### config.mk
export PLATFORM = sky130hd
export DESIGN_NAME = pc_fetch
export DESIGN_NICKNAME = d
export VERILOG_FILES = /design/src/rtl/fetch_pkg.sv /design/src/rtl/fetch_fifo.sv /design/src/rtl/pc_fetch.sv
export SDC_FILE = /design/constraint.sdc
export NUM_CORES = 1
export LEC_CHECK = 0
export ABC_AREA = 1
export CAP_MARGIN = 5
export CORE_MARGIN = 2
export CORE_UTILIZATION = 40
export DETAILED_ROUTE_END_ITERATION = 7
export PLACE_DENSITY = 0.72
export SLEW_MARGIN = 30
export SYNTH_ARGS = -nofsm -noshare
export SYNTH_HDL_FRONTEND = slang
export SYNTH_SLANG_ARGS = --single-unit
export TNS_END_PERCENT = 100
### constraint.sdc
create_clock -name clk -period 4.8 [get_ports clk]
set_input_delay 0.96 -clock clk [delete_from_list [all_inputs] [get_ports clk]]
set_output_delay 0.96 -clock clk [all_outputs]
set_load 0.1 [all_outputs]
### src/rtl/fetch_pkg.sv
// Shared types and build-time parameters for the instruction-fetch front end.
// FETCH_SKID_EN selects a two-entry skid buffer; otherwise one entry.
package fetch_pkg;

  typedef struct packed {
    logic [31:0] pc;
    logic [31:0] instr;
  } fetch_entry_t;

`ifdef FETCH_SKID_EN
  localparam int FETCH_DEPTH = 2;
`else
  localparam int FETCH_DEPTH = 1;
`endif

  localparam logic [31:0] FETCH_RESET_PC = 32'h0000_0000;

  function automatic int fetch_cnt_w(input int depth);
    return $clog2(depth + 1);
  endfunction

endpackage

### src/rtl/fetch_fifo.sv
// Small shift-register FIFO of fetched {pc, instr}; head is always slot 0 so the
// decode-facing outputs come straight from registers.
module fetch_fifo
  import fetch_pkg::*;
#(
  parameter int DEPTH = FETCH_DEPTH,
  parameter int CW    = fetch_cnt_w(DEPTH)
) (
  input  logic          clk,
  input  logic          rst_n,
  input  logic          flush,
  input  logic          push,
  input  logic          pop,
  input  fetch_entry_t  push_data,
  output fetch_entry_t  head,
  output logic          head_valid,
  output logic [CW-1:0] count
);

  fetch_entry_t  mem [DEPTH];
  logic [CW-1:0] wr_idx;

  // With a simultaneous pop the new entry lands one slot lower.
  assign wr_idx = count - CW'(pop);

  always_ff @(posedge clk or negedge rst_n) begin
    if (!rst_n) begin
      count <= '0;
      for (int i = 0; i < DEPTH; i++) mem[i] <= '0;
    end else if (flush) begin
      count <= '0;
    end else begin
      for (int i = 0; i < DEPTH - 1; i++) begin
        if (pop) mem[i] <= mem[i+1];
      end
      for (int i = 0; i < DEPTH; i++) begin
        if (push && wr_idx == CW'(i)) mem[i] <= push_data;
      end
      count <= count + CW'(push) - CW'(pop);
    end
  end

  assign head       = mem[0];
  assign head_valid = (count != '0);

endmodule

### src/rtl/pc_fetch.sv
// Fetch front end: PC register, credit-based request issue, stale-response
// tracking and the decode-facing buffer. Buffer depth follows FETCH_SKID_EN.
module pc_fetch
  import fetch_pkg::*;
#(
  parameter logic [31:0] RESET_PC = FETCH_RESET_PC
) (
  input  logic        clk,
  input  logic        rst_n,
  input  logic        redirect_valid,
  input  logic [31:0] redirect_pc,
  output logic        imem_req_valid,
  input  logic        imem_req_ready,
  output logic [31:0] imem_req_addr,
  input  logic        imem_rsp_valid,
  input  logic [31:0] imem_rsp_data,
  output logic        if_valid,
  input  logic        if_ready,
  output logic [31:0] if_instr,
  output logic [31:0] if_pc
);

  localparam int CW = fetch_cnt_w(FETCH_DEPTH);

  logic [31:0]  pc_q;
  logic [31:0]  inflight_addr_q;
  logic         inflight_q;
  logic         stale_q;
  logic         run_q;
  logic         accept;
  logic         pop;
  logic         push;
  logic [CW:0]  credit_used;
  logic [CW-1:0] count;
  fetch_entry_t head;
  fetch_entry_t rsp_entry;

  assign pop         = if_valid & if_ready;
  assign credit_used = {1'b0, count} + (CW+1)'(inflight_q) - (CW+1)'(pop);

  // run_q holds requests off until the first edge after reset release.
  assign imem_req_valid = run_q & ~redirect_valid & (credit_used < (CW+1)'(FETCH_DEPTH));
  assign accept         = imem_req_valid & imem_req_ready;
  assign imem_req_addr  = pc_q;

  assign push = imem_rsp_valid & inflight_q & ~stale_q & ~redirect_valid;

  always_comb begin
    rsp_entry       = '0;
    rsp_entry.pc    = inflight_addr_q;
    rsp_entry.instr = imem_rsp_data;
  end

  always_ff @(posedge clk or negedge rst_n) begin
    if (!rst_n) begin
      run_q           <= 1'b0;
      pc_q            <= RESET_PC;
      inflight_q      <= 1'b0;
      inflight_addr_q <= '0;
      stale_q         <= 1'b0;
    end else begin
      run_q      <= 1'b1;
      inflight_q <= accept;
      if (accept) inflight_addr_q <= pc_q;
      // A redirect poisons anything issued before it until a fresh request goes out.
      if (redirect_valid)  stale_q <= 1'b1;
      else if (accept)     stale_q <= 1'b0;
      if (redirect_valid)  pc_q <= redirect_pc;
      else if (accept)     pc_q <= pc_q + 32'd1;
    end
  end

  fetch_fifo #(.DEPTH(FETCH_DEPTH), .CW(CW)) u_fifo (
    .clk        (clk),
    .rst_n      (rst_n),
    .flush      (redirect_valid),
    .push       (push),
    .pop        (pop),
    .push_data  (rsp_entry),
    .head       (head),
    .head_valid (if_valid),
    .count      (count)
  );

  assign if_instr = head.instr;
  assign if_pc    = head.pc;

endmodule
==> reports/results.ini <==
[pwr]
vdd_ir_drop_max_mv = 0.249
finalPower_mw = 3.76
power.density_nw_per_um2 = 425
p_leak_nw = 4.31

[global_routing]
grtUsageTotal_pct = 19.9
grt_pass1_vias = 5052
antenna_found_initial = 0
grt_overflow = 0
grt_pass1_wl_mm = 26.1
grt_max_degree = 107

[cts]
clk_latency_ns = 0.42
path_clk_slew_ns = 0.05
cts_resized = 0
cts_made_buffers = 17
clockBufferDepth = 2
post-cts-setup-buffers = 0
cts_tree = done
h-tree-depth = 4
holdBufCountCts = 0
cts_root_buffer = clkbuf_16
cts.sinks = 132

[setup_path]
critPathCaptureType = primary output
path_max_fanout = 2
cp.required_ns = 3.84
critPathArrivalTime_ns = 2.29
path_delay_family = buffers and inverters
regToRegSetupSlack_ns = 2.66
cp_common_cell = nor2_1
path_cells = clkdlybuf4s50_1 > nor2_1 > ha_1 > nor2_1 > nand2_1 > inv_1 > buf_12
cpMaxStageDelayCell = clkdlybuf4s50_1
cp_num_buf_inv = 3
r2r-end = u_fifo.head[16]
reg2regPathDepth = 7
slowest_delay_ns = 0.41
rr_startpoint = u_fifo.count
startpoint_type = input port
worstSetupPathType = in2out

[route]
post_drt_wl_per_cell_um = 14.6
antenna_left = 0
drc = 0
drt_iter0_markers = 394
firstDrtPassIters = 5
vias_per_cell = 4.76
dr_total_vias = 5343
routed_wl_mm = 16.4

[finish]
antenna_cells = 0
area_growth_pct = 37.9
final-seq-area_um2 = 3300
final_util_pct = 56.1
multi_input_area_um2 = 2580
final_cell_mix = nand2_1, clkdlybuf4s50_1, dfrtp_1, inv_1, nor2_1
final_nets = 966
final_common_cell = nand2_1
fillers = 1457
drive_above_1_share_pct = 11.6

[hold_path]
min_from = inflight_addr_q[3]
min_to = inflight_addr_q[3]
min_delay_path_depth = 2
hp-class = reg2reg

[sta]
rsz0062_at_grt = false
tns_ns = 0
slew_violations = 0
setup_viol = 0
finClkSkew_ns = 0.0117
post-route-period-util_pct = 67.7
max_slew.worst_pin.slew_ns = 1.03
timing.slew.headroom_pct = 30.8
worst_hold_slack_ns = 0.480
hold_viol_final = 0
max_clock_freq_mhz = 308
fin_crit_ns = 3.25

[die]
io_pins = 168
core_area_um2 = 15800
rows = 46
die_y_um = 131
die_area_um2 = 17100
die_w_um = 131
start_util_pct = 40.7

[synth]
yosysWarningCount = 0
syn_area_per_cell_um2 = 8.81
yosysSeqAreaShare_pct = 51.5
synth_cell_type_count = 26
syn_nets = 801
ys_ff_latch = 132
async_flop_share_pct = 100
synth_edf_count = 0
syn_inst = 728
synthFlopType = dfrtp_1
netlist_area_um2 = 6410

[status]
status = completed

[placement]
hpwl_mm = 11.6
io_buffers = 167
gp_congestion = 0.911

[flow_run]
maxCapViolCount = 0

-- area by class of cell --
| class | instances | area share, % |
|---|---|---|
| clock buffers | 20 | 5.27 |
| clock inverters | 12 | 1.74 |
| inverters | 91 | 3.95 |
| multi-input cells | 478 | 29.2 |
| flip-flops and latches | 132 | 37.3 |
| well taps | 216 | 3.05 |
| repair buffers | 173 | 19.5 |
-- tightest hold or removal path: cells and delay by family (launching register included) --
| family | cells | cell delay, ns |
|---|---|---|
| AO/OA/AOI/OAI | 1 | 0.06 |
| AND/OR/NAND/NOR | 1 | 0.05 |
| flip-flops | 1 | 0.34 |
-- stage by stage --
step | setup slack, ns | instances | instance area, um^2
final | 1.55 | 1122 | 8850
after global routing | 1.45 | 1122 | 8850
after CTS | 1.55 | 1122 | 8850
after detailed placement | 1.53 | 1090 | 8230
after global placement | 1.57 | 1090 | 8230
after floorplan | 1.72 | 728 | 6410
-- Yosys cell counts (4+ instances only) --
library cell	count	area share, %
nand2_1	199	12
dfrtp_1	132	51
inv_1	89	5.2
nor2_1	69	4.0
nand3_1	65	5.1
o21ai_0	55	4.3
mux2_4	42	9.8
a21oi_1	15	1.2
buf_6	11	1.9
nor2_2	10	0.98
clkbuf_1	9	0.53
buf_2	6	0.47
nand3b_1	4	0.47
-- sequential cells by signal, indices dropped and copies added, names as in the netlist --
register	flops
inflight_q	1
u_fifo.head	64
stale_q	1
inflight_addr_q	32
u_fifo.count	1
run_q	1
imem_req_addr	32
-- per-layer routing --
metal  routed length, um  vias to the layer above  share of wire [%]  global-route usage [%]
met4                 150                        0               0.91                    6.07
met5                   0                        -                  0                       0
met3                1170                       16                7.1                    5.90
met1                7450                     2509                 45                    27.0
li1                    -                     2636                  -                       -
met2                7630                      182                 47                    31.1
-- kinds of logic after synthesis --
| family | share of synthesized area, % |
|---|---|
| flip-flops | 51.5 |
| XOR/XNOR | 0.273 |
| AO/OA/AOI/OAI | 5.77 |
| AND/OR/NAND/NOR | 23.0 |
| buffers and inverters | 8.45 |
| multiplexers | 10.4 |
| other | 0.0585 |
| adder cells (fa/ha/maj) | 0.585 |
-- where the power goes --
part           total (mW)  switching [mW]  internal, mW
clock network        1.34           0.486         0.857
registers            1.35           0.101          1.25
logic                1.07           0.788         0.286
-- worst max-delay path by stage --
stage | from | endpoint | slack (ns) | cells after the start
floorplan | u_fifo.count | imem_req_valid | 1.72 | 6
detailed placement | redirect_valid | u_fifo.head[16] | 1.53 | 6
CTS | if_ready | imem_req_valid | 1.55 | 7
global route | if_ready | imem_req_valid | 1.45 | 7
global placement | redirect_valid | u_fifo.head[17] | 1.57 | 6
finish | if_ready | imem_req_valid | 1.55 | 7
Power figures use the tool's default switching activity.
